[src/rtl/sprite_line_scheduler.sv]
// sprite_line_scheduler
//   Per-scanline sprite scheduler and shared sprite-ROM sequencer.
//   During h-blank it walks the sprite table, one entry per clock, and latches
//   up to SLOTS sprites that intersect the next line into shadow slots. The
//   shadow slots are copied to the live slots in one commit cycle. During
//   active video the live slots are searched for the pixel owner. The lowest
//   slot, which is also the lowest table index, wins. The owner drives the
//   shared ROM address, and the returned colour is keyed against KEY.
// Ports
//   clk, rst                    pixel clock, async active-high reset
//   wr_en/wr_idx/wr_x/wr_y/wr_act   sprite table write port
//   line_start, next_y          start a scan for line next_y
//   pix_valid, vga_x            current pixel position (active region)
//   rom_id, x_pix, y_pix        registered ROM address (holds on no hit)
//   R_pix, G_pix, B_pix         ROM data, valid one clock after the address
//   R, G, B, enable             keyed sprite colour, 2 clocks after vga_x
//   scan_busy, overflow         scan status
module sprite_line_scheduler #(
   parameter int          N_SPR = 8,
   parameter int          SLOTS = 4,
   parameter int          SPR_W = 32,
   parameter int          SPR_H = 32,
   parameter logic [23:0] KEY   = 24'hFF00FF
) (
   input  logic                     clk,
   input  logic                     rst,
   input  logic                     wr_en,
   input  logic [$clog2(N_SPR)-1:0] wr_idx,
   input  logic [9:0]               wr_x,
   input  logic [9:0]               wr_y,
   input  logic                     wr_act,
   input  logic                     line_start,
   input  logic [9:0]               next_y,
   input  logic                     pix_valid,
   input  logic [9:0]               vga_x,
   output logic [$clog2(N_SPR)-1:0] rom_id,
   output logic [9:0]               x_pix,
   output logic [9:0]               y_pix,
   input  logic [7:0]               R_pix,
   input  logic [7:0]               G_pix,
   input  logic [7:0]               B_pix,
   output logic [7:0]               R,
   output logic [7:0]               G,
   output logic [7:0]               B,
   output logic                     enable,
   output logic                     scan_busy,
   output logic                     overflow
);
   localparam int IW = $clog2(N_SPR);
   localparam int CW = $clog2(SLOTS + 1);
   localparam int SW = (SLOTS > 1) ? $clog2(SLOTS) : 1;

   typedef enum logic [1:0] {ST_IDLE = 2'd0, ST_SCAN = 2'd1, ST_COMMIT = 2'd2} state_t;

   // sprite table
   logic [9:0]       tbl_x_q [N_SPR];
   logic [9:0]       tbl_y_q [N_SPR];
   logic [N_SPR-1:0] tbl_act_q;
   logic [9:0]       tbl_x_d [N_SPR];
   logic [9:0]       tbl_y_d [N_SPR];
   logic [N_SPR-1:0] tbl_act_d;

   // scan control and slots
   state_t          state_q, state_d;
   logic [IW-1:0]   idx_q, idx_d;
   logic [CW-1:0]   cnt_q, cnt_d;
   logic [9:0]      line_y_q, line_y_d;
   logic            ovf_q, ovf_d;
   logic            scan_busy_q, scan_busy_d;
   logic [SLOTS-1:0] sh_vld_q, sh_vld_d, lv_vld_q, lv_vld_d;
   logic [IW-1:0]   sh_idx_q [SLOTS];
   logic [IW-1:0]   sh_idx_d [SLOTS];
   logic [IW-1:0]   lv_idx_q [SLOTS];
   logic [IW-1:0]   lv_idx_d [SLOTS];
   logic [9:0]      sh_x_q [SLOTS];
   logic [9:0]      sh_x_d [SLOTS];
   logic [9:0]      lv_x_q [SLOTS];
   logic [9:0]      lv_x_d [SLOTS];
   logic [9:0]      sh_row_q [SLOTS];
   logic [9:0]      sh_row_d [SLOTS];
   logic [9:0]      lv_row_q [SLOTS];
   logic [9:0]      lv_row_d [SLOTS];

   // pixel pipe
   logic [SLOTS-1:0] in_rng_s;
   logic [SW-1:0]    sel_s;
   logic             pix_hit_s;
   logic [IW-1:0]    rom_id_q, rom_id_d;
   logic [9:0]       x_pix_q, x_pix_d, y_pix_q, y_pix_d;
   logic             hit1_q;
   logic [23:0]      rgb_q, rgb_d;
   logic             enable_q, enable_d;

   // Entry under scan; the 11-bit compare keeps y+SPR_H from wrapping past 1023.
   logic [9:0] ent_y_s;
   logic       ent_hit_s;
   logic [9:0] ent_row_s;
   assign ent_y_s   = tbl_y_q[idx_q];
   assign ent_hit_s = tbl_act_q[idx_q] && ({1'b0, line_y_q} >= {1'b0, ent_y_s}) &&
                      ({1'b0, line_y_q} < ({1'b0, ent_y_s} + 11'(SPR_H)));
   assign ent_row_s = line_y_q - ent_y_s;

   // Table write: new value becomes visible to the scan on the following cycle.
   always_comb begin
      for (int i = 0; i < N_SPR; i++) begin
         tbl_x_d[i]   = (wr_en && (wr_idx == IW'(i))) ? wr_x   : tbl_x_q[i];
         tbl_y_d[i]   = (wr_en && (wr_idx == IW'(i))) ? wr_y   : tbl_y_q[i];
         tbl_act_d[i] = (wr_en && (wr_idx == IW'(i))) ? wr_act : tbl_act_q[i];
      end
   end

   // Scan FSM next state: line_start always restarts, live slots only change in COMMIT.
   always_comb begin
      state_d  = state_q;
      idx_d    = idx_q;
      cnt_d    = cnt_q;
      line_y_d = line_y_q;
      ovf_d    = ovf_q;
      sh_vld_d = sh_vld_q;
      lv_vld_d = lv_vld_q;
      for (int s = 0; s < SLOTS; s++) begin
         sh_idx_d[s] = sh_idx_q[s];
         sh_x_d[s]   = sh_x_q[s];
         sh_row_d[s] = sh_row_q[s];
         lv_idx_d[s] = lv_idx_q[s];
         lv_x_d[s]   = lv_x_q[s];
         lv_row_d[s] = lv_row_q[s];
      end
      if (line_start) begin
         state_d  = ST_SCAN;
         idx_d    = '0;
         cnt_d    = '0;
         ovf_d    = 1'b0;
         line_y_d = next_y;
         sh_vld_d = '0;
      end else begin
         case (state_q)
            ST_SCAN: begin
               if (ent_hit_s && (cnt_q < CW'(SLOTS))) begin
                  for (int s = 0; s < SLOTS; s++) begin
                     sh_vld_d[s] = (cnt_q == CW'(s)) ? 1'b1           : sh_vld_q[s];
                     sh_idx_d[s] = (cnt_q == CW'(s)) ? idx_q          : sh_idx_q[s];
                     sh_x_d[s]   = (cnt_q == CW'(s)) ? tbl_x_q[idx_q] : sh_x_q[s];
                     sh_row_d[s] = (cnt_q == CW'(s)) ? ent_row_s      : sh_row_q[s];
                  end
                  cnt_d = cnt_q + CW'(1);
               end else if (ent_hit_s) begin
                  ovf_d = 1'b1;
               end else begin
                  ovf_d = ovf_q;
               end
               if (idx_q == IW'(N_SPR - 1)) begin
                  state_d = ST_COMMIT;
               end else begin
                  idx_d = idx_q + IW'(1);
               end
            end
            ST_COMMIT: begin
               lv_vld_d = sh_vld_q;
               for (int s = 0; s < SLOTS; s++) begin
                  lv_idx_d[s] = sh_idx_q[s];
                  lv_x_d[s]   = sh_x_q[s];
                  lv_row_d[s] = sh_row_q[s];
               end
               state_d = ST_IDLE;
            end
            default: state_d = ST_IDLE;
         endcase
      end
      scan_busy_d = (state_d != ST_IDLE);
   end

   // Table, scan FSM and slot registers.
   always_ff @(posedge clk or posedge rst) begin
      if (rst) begin
         for (int i = 0; i < N_SPR; i++) begin
            tbl_x_q[i] <= 10'd0;
            tbl_y_q[i] <= 10'd0;
         end
         tbl_act_q   <= '0;
         state_q     <= ST_IDLE;
         idx_q       <= '0;
         cnt_q       <= '0;
         line_y_q    <= 10'd0;
         ovf_q       <= 1'b0;
         scan_busy_q <= 1'b0;
         sh_vld_q    <= '0;
         lv_vld_q    <= '0;
         for (int s = 0; s < SLOTS; s++) begin
            sh_idx_q[s] <= '0;
            sh_x_q[s]   <= 10'd0;
            sh_row_q[s] <= 10'd0;
            lv_idx_q[s] <= '0;
            lv_x_q[s]   <= 10'd0;
            lv_row_q[s] <= 10'd0;
         end
      end else begin
         tbl_x_q     <= tbl_x_d;
         tbl_y_q     <= tbl_y_d;
         tbl_act_q   <= tbl_act_d;
         state_q     <= state_d;
         idx_q       <= idx_d;
         cnt_q       <= cnt_d;
         line_y_q    <= line_y_d;
         ovf_q       <= ovf_d;
         scan_busy_q <= scan_busy_d;
         sh_vld_q    <= sh_vld_d;
         lv_vld_q    <= lv_vld_d;
         sh_idx_q    <= sh_idx_d;
         sh_x_q      <= sh_x_d;
         sh_row_q    <= sh_row_d;
         lv_idx_q    <= lv_idx_d;
         lv_x_q      <= lv_x_d;
         lv_row_q    <= lv_row_d;
      end
   end

   // Per-slot horizontal match; vga_x is 10 bits, so nothing past x=1023 can match.
   always_comb begin
      in_rng_s = '0;
      for (int s = 0; s < SLOTS; s++) begin
         in_rng_s[s] = pix_valid && lv_vld_q[s] && ({1'b0, vga_x} >= {1'b0, lv_x_q[s]}) &&
                       ({1'b0, vga_x} < ({1'b0, lv_x_q[s]} + 11'(SPR_W)));
      end
   end

   // Owner select (lowest slot wins), ROM address and keyed colour stage.
   always_comb begin
      sel_s = '0;
      for (int s = SLOTS - 1; s >= 0; s--) begin
         sel_s = in_rng_s[s] ? SW'(s) : sel_s;
      end
      pix_hit_s = |in_rng_s;
      rom_id_d  = pix_hit_s ? lv_idx_q[sel_s]          : rom_id_q;
      x_pix_d   = pix_hit_s ? (vga_x - lv_x_q[sel_s])  : x_pix_q;
      y_pix_d   = pix_hit_s ? lv_row_q[sel_s]          : y_pix_q;
      enable_d  = hit1_q && ({R_pix, G_pix, B_pix} != KEY);
      rgb_d     = enable_d ? {R_pix, G_pix, B_pix} : 24'd0;
   end

   // Pixel pipeline registers.
   always_ff @(posedge clk or posedge rst) begin
      if (rst) begin
         rom_id_q <= '0;
         x_pix_q  <= 10'd0;
         y_pix_q  <= 10'd0;
         hit1_q   <= 1'b0;
         rgb_q    <= 24'd0;
         enable_q <= 1'b0;
      end else begin
         rom_id_q <= rom_id_d;
         x_pix_q  <= x_pix_d;
         y_pix_q  <= y_pix_d;
         hit1_q   <= pix_hit_s;
         rgb_q    <= rgb_d;
         enable_q <= enable_d;
      end
   end

   assign rom_id    = rom_id_q;
   assign x_pix     = x_pix_q;
   assign y_pix     = y_pix_q;
   assign R         = rgb_q[23:16];
   assign G         = rgb_q[15:8];
   assign B         = rgb_q[7:0];
   assign enable    = enable_q;
   assign scan_busy = scan_busy_q;
   assign overflow  = ovf_q;

endmodule
[config.mk]
export PLATFORM = sky130hd
export DESIGN_NAME = sprite_line_scheduler
export DESIGN_NICKNAME = d
export VERILOG_FILES = /design/src/rtl/sprite_line_scheduler.sv
export SDC_FILE = /design/constraint.sdc
export NUM_CORES = 1
export LEC_CHECK = 0
export CAP_MARGIN = 30
export CORE_MARGIN = 5
export CORE_UTILIZATION = 35
export CTS_CLUSTER_DIAMETER = 80
export DETAILED_ROUTE_END_ITERATION = 8
export HOLD_SLACK_MARGIN = 0.12
export SYNTH_ARGS = -nofsm -noshare
export SYNTH_HDL_FRONTEND = slang
export SYNTH_SLANG_ARGS = --single-unit
export TNS_END_PERCENT = 100
[constraint.sdc]
create_clock -name clk -period 16.9 [get_ports clk]
set_input_delay 3.38 -clock clk [delete_from_list [all_inputs] [get_ports clk]]
set_output_delay 3.38 -clock clk [all_outputs]
set_load 0.01 [all_outputs]
Word-level counts from Yosys, hierarchy flattened
Cells that the tools add are included.
{"block": "totals", "inputBits": 73, "output_inout_bits": 50, "rom_bits": 0, "ff_bits": 429, "latchBits": 0, "ramBits": 0, "mem_count": 0, "elab_cells": 196}
{"block": "op_classes", "n_reduce_logical": 47, "shift": 0, "mux": 42, "order_cmp": 14, "bitwise": 3, "n_div": 0, "add_sub_neg": 9, "multipliers": 0, "eq_ne": 16}
{"op": "10-bit 2-to-1 mux", "n": 8}
{"op": "10-bit binary-select mux with 3-bit select", "n": 2}
{"op": "10-bit by 6-bit adder with 11-bit output, second input constant", "n": 5}
{"op": "10-bit by 11-bit < comparator with 1-bit output", "n": 5}
{"op": "10-bit >= comparator", "n": 5}
{"op": "10-bit binary-select mux with 2-bit select", "n": 2}
{"op": "1-bit logical AND", "n": 24}
{"op": "24-bit 2-to-1 mux", "n": 1}
{"op": "3-bit 2-to-1 mux", "n": 8}
{"op": "24-bit inequality test, second input constant", "n": 1}
{"op": "10-bit subtractor", "n": 2}
{"op": "4-bit AND reduction", "n": 4}
{"op": "2-bit nonzero test", "n": 8}
{"op": "3-bit equality test, second input constant", "n": 5}
{"op": "3-bit AND reduction", "n": 5}
{"op": "2-bit 2-to-1 mux", "n": 7}
{"op": "3-bit by 2-bit equality test with 1-bit output, second input constant", "n": 4}
{"op": "4-bit 2-to-1 mux", "n": 3}
{"op": "1-bit 2-to-1 mux", "n": 9}
{"op": "3-bit by 1-bit adder with 3-bit output, second input constant", "n": 2}
{"op": "3-bit binary-select mux with 2-bit select", "n": 1}
{"op": "3-bit by 1-bit equality test with 1-bit output, second input constant", "n": 2}
{"op": "3-bit logical NOT", "n": 2}
{"op": "2-bit AND reduction", "n": 3}
{"op": "other kinds (12)", "n": 13}

Depth between registers and ports, before layout
{"block": "depth", "ltp_word": 12, "depth_mapped": 24, "ltp_nobuf": 23}

Worst setup path after synthesis
No wires, ideal clock.
{"block": "synth_timing", "kind": "in2reg", "from": "input vga_x[0]", "to": "register x_pix_q[9], in the netlist x_pix[9]", "setup_slack_ps": 9629, "stages": 20, "setup_ps": 65, "t_arrival_ps": 7206, "n_path_buf": 1, "path_cell_list": "inv_1 -> ha_1 -> nand2b_1 -> a211o_1 -> a31oi_1 -> o21bai_1 -> o21a_1 -> a21oi_1 -> buf_2 -> mux2i_1 -> mux2i_1 -> ha_1 -> nor2b_1 -> o21ai_0 -> a21o_1 -> a31oi_1 -> mux2_2 -> a2111oi_0 -> mux2i_1 -> nand2_1"}
{"block": "synth_via", "elab_chain_len": 12}
{"item": "start: declaration", "line_no": "35", "source": "input logic [9:0] vga_x,"}
{"item": "10-bit >= comparator", "line_no": "222", "source": "in_rng_s[s] = pix_valid && lv_vld_q[s] && ({1'b0, vga_x} >= {1'b0, lv_x_q[s]}) &&"}
{"item": "1-bit logical AND (2 in a row)", "line_no": "222"}
{"item": "2-bit 2-to-1 mux (4 in a row)", "line_no": "231", "source": "sel_s = in_rng_s[s] ? SW'(s) : sel_s;"}
{"item": "2-bit inverter with 3-bit output (not written as such)", "line_no": "235", "source": "x_pix_d = pix_hit_s ? (vga_x - lv_x_q[sel_s]) : x_pix_q;"}
{"item": "10-bit binary-select mux with 2-bit select", "line_no": "235"}
{"item": "10-bit 2-to-1 mux (not written as such) (2 in a row)", "line_no": "235"}
{"item": "10-bit subtractor", "line_no": "235"}
{"item": "end signal: assignment", "line_no": "252", "source": "x_pix_q <= x_pix_d;"}
{"item": "end: declaration", "line_no": "89", "source": "logic [9:0] x_pix_q, x_pix_d, y_pix_q, y_pix_d;"}
Several ways; a longest one is shown, not always the timed one. The select of a mux whose other input is x is not followed.
A chain may end at the register's enable or synchronous reset.

Worst setup path after layout
{"block": "layout_timing", "from": "input vga_x[8]", "to": "register x_pix_q[9], in the netlist x_pix[9]"}
The elaborated chain is that of the path after synthesis.

==> impl_metrics.env <==
export IMPL_status="completed"
export IMPL_path_clk_slew_ns=0.06
export IMPL_avgSynthCellArea_um2=13.36
export IMPL_startpoint_type="primary input"
export IMPL_drive_gt1_share_pct=28.90
export IMPL_yosysWarnings=0
export IMPL_ios=123
export IMPL_globalplace_congestion=0.8216
export IMPL_port_buffer_count=122
export IMPL_grt_max_degree=116
export IMPL_ant_nets=0
export IMPL_dp_hpwl_mm=33.24
export IMPL_synth_top_area_share_pct=51.24
export IMPL_max_cap_violations=0
export IMPL_postCtsResizedCells=0
export IMPL_crit_cells=19
export IMPL_synth_edf_count=0
export IMPL_critPathTopFamily="compound AO/OA/AOI/OAI gates"
export IMPL_first_global_vias=13780
export IMPL_fin_crit_ns=8.858
export IMPL_die_w_um=254.7
export IMPL_crit_fanout=31
export IMPL_synth_fp_nets=1739
export IMPL_critical_path_cell_chain="clkdlybuf4s50_1 > ha_1 > a2111oi_0 > nand2_1 > o21ai_0 > nand2_1 > a21oi_4 > buf_4 > mux2i_1 > mux2i_1 > ha_1 > nor2b_1 > o21ai_0 > a21o_1 > a31oi_1 > mux2_2 > a2111oi_0 > mux2i_1 > nand2_1"
export IMPL_yosys_area_top_type="dfrtp_1"
export IMPL_die_h_um=254.7
export IMPL_cp_arrival_ns=9.37
export IMPL_peakVddDrop_v=0.00006802
export IMPL_design_area_um2=24660
export IMPL_hp_class="reg -> reg"
export IMPL_worstPathRequired_ns=17.41
export IMPL_r2r_cells=21
export IMPL_core_um2=59130
export IMPL_grt_overflow_total=0
export IMPL_cp_slowest_cell="clkdlybuf4s50_1"
export IMPL_antenna_found_initial=2
export IMPL_dpl_instance_area_um2=23080
export IMPL_synth_cell_types=63
export IMPL_cts_buffer_depth=3
export IMPL_cts_tree="yes"
export IMPL_yosys_top_cells_count="429 x dfrtp_1, 266 x mux2_2, 96 x ha_1, 78 x inv_1, 75 x nand2_1"
export IMPL_slew_headroom_pct=36.83
export IMPL_slew_viol_final=0
export IMPL_ys_flop_type="dfrtp_1"
export IMPL_worst_path_buf_inv=2
export IMPL_dr_pass1_iters=5
export IMPL_syn_inst=1568
export IMPL_worst_slew_pin_slew_ns=0.9453
export IMPL_via_count=12760
export IMPL_top_usage_layer="met2"
export IMPL_grt_setup_unrepaired="false"
export IMPL_worstSkewPairLatency_ns=0.58
export IMPL_grt_pass1_wl_mm=78.29
export IMPL_post_route_period_util_pct=52.42
export IMPL_leakagePower_nw=11.26
export IMPL_die_area_um2=64850
export IMPL_ys_ff_latch=429
export IMPL_grtUsageMet3_pct=2.702
export IMPL_drc=0
export IMPL_area_delta_synth_final_pct=17.70
export IMPL_synthArstFlopShare_pct=100.0
export IMPL_critPathMaxStageDelay_ns=0.79
export IMPL_final_setup_tns_ns=0
export IMPL_cts_root_buffer="clkbuf_16"
export IMPL_yosysSeqAreaShare_pct=51.24
export IMPL_postCtsHoldBufs=0
export IMPL_vias_per_cell=5.098
export IMPL_fmax_ghz=0.1129
export IMPL_fp_row_count=89
export IMPL_post_cts_buffers=0
export IMPL_drt_iter0_markers=798
export IMPL_antenna_cells=0
export IMPL_setup_viol=0
export IMPL_finalPower_w=0.002779
export IMPL_cts_buffers=45
export IMPL_cts_num_sinks=429
export IMPL_fin_skew_ns=0.03128
export IMPL_groute_usage_overall_pct=15.15
export IMPL_met1_usage_pct=21.09
export IMPL_critPathKind="in -> reg"
export IMPL_post_drt_wl_per_cell_um=19.69
export IMPL_crit_path_end_kind="flip-flop"
export IMPL_wirelength_mm=49.29
export IMPL_cts_htree_levels=2
export IMPL_synth_most_common_cell="dfrtp_1"
export IMPL_hold_viol=0
export IMPL_hold_depth=2
export IMPL_initial_core_util_pct=35.43
export IMPL_synth_area_top_cells="dfrtp_1 51%, mux2_2 14%, ha_1 5.7%, mux2_4 4.9%, mux4_2 4.5%"
export IMPL_syn_area_um2=20950
export IMPL_nets=1867
export IMPL_use_met2_pct=24.84
export IMPL_p_per_area_nw_per_um2=112.7
-- per-stage QoR --
stage                     std cells  hold slack, ns  worst slack, ns  util, %
after floorplan                1568          0.4444            1.573        -
after global placement         2416          0.4617            7.628    38.93
after detailed placement       2419          0.4697            7.483    39.03
after CTS                      2500          0.4592            8.085    41.56
after global routing           2503          0.4923            7.718    41.70
final                          2503          0.4634            8.042    41.70
-- where the power goes --
group	internal, W	total, W	switching, W
Sequential	0.00117	0.00124	0.0000728
Clock	0.000592	0.000999	0.000407
Combinational	0.000281	0.000541	0.000260
-- kinds of logic after synthesis --
logic type	count (synthesis)	share of synthesized area, %
flip-flops	429	51.24
adder cells (fa/ha/maj)	98	5.924
XOR/XNOR	29	1.212
AND/OR/NAND/NOR	223	5.632
AO/OA/AOI/OAI	207	6.456
multiplexers	436	26.55
buffers and inverters	146	2.986
-- layout make-up --
cell class	count	area [µm²]
Clock buffer	63	1326
Clock inverter	18	171.4
Fill cell	5439	34470
Inverter	78	300.3
Multi-Input combinational cell	993	9633
Sequential cell	429	10740
Tap cell	773	967.2
Timing Repair Buffer	149	1524
-- cell usage in the layout, fill, tap and decap left out, drive strengths merged, types with 10 or more instances in the layout --
master / count
buf: 27
a221oi: 14
clkdlybuf4s50: 122
xnor2: 22
clkbuf: 63
a21oi: 42
a21o: 11
o21ai: 64
nand3: 19
o21a: 10
o22ai: 15
clkinv: 13
ha: 96
mux2i: 60
mux2: 334
and2: 25
nor2: 36
inv: 79
nand4: 15
mux4: 42
dfrtp: 429
nand2: 75
nand2b: 10
-- state kept, by name, indices dropped and copies added, names as in the netlist, 2 cells and up --
name	cells
rgb_q	24
sh_idx_q	12
tbl_x_q	80
sh_vld_q	4
tbl_act_q	8
x_pix	10
cnt_q	3
rom_id	3
lv_row_q	40
state_q	2
tbl_y_q	80
line_y_q	10
sh_x_q	40
y_pix	10
lv_vld_q	4
lv_idx_q	12
idx_q	3
lv_x_q	40
sh_row_q	40
-- tightest hold or removal path: cells and delay by family (launching register included) --
family / cells / cell delay, ns
DFF: 1 / 0.35
AOI/OAI and AO/OA: 1 / 0.06
and+or+nand+nor: 1 / 0.05
-- path summary, 6_finish.rpt --
kind / start / to / slack, ns
hold reg to reg: sh_x_q[25] / lv_x_q[25] / 0.46
setup / recovery: vga_x[8] / x_pix[9] / 8.04
min in group asynchronous: rst / sh_x_q[11] / 3.33
hold / removal: sh_x_q[25] / lv_x_q[25] / 0.46
max in group asynchronous: rst / sh_row_q[15] / 12.23
setup reg to reg: lv_x_q[27] / x_pix[9] / 10.68
-- per-layer routing --
layer | wire, µm | vias up
li1 | - | 5944
met1 | 23180 | 6523
met2 | 22910 | 213
met3 | 2167 | 76
met4 | 1019 | 4
met5 | 21 | -
Power figures use the tool's default switching activity.
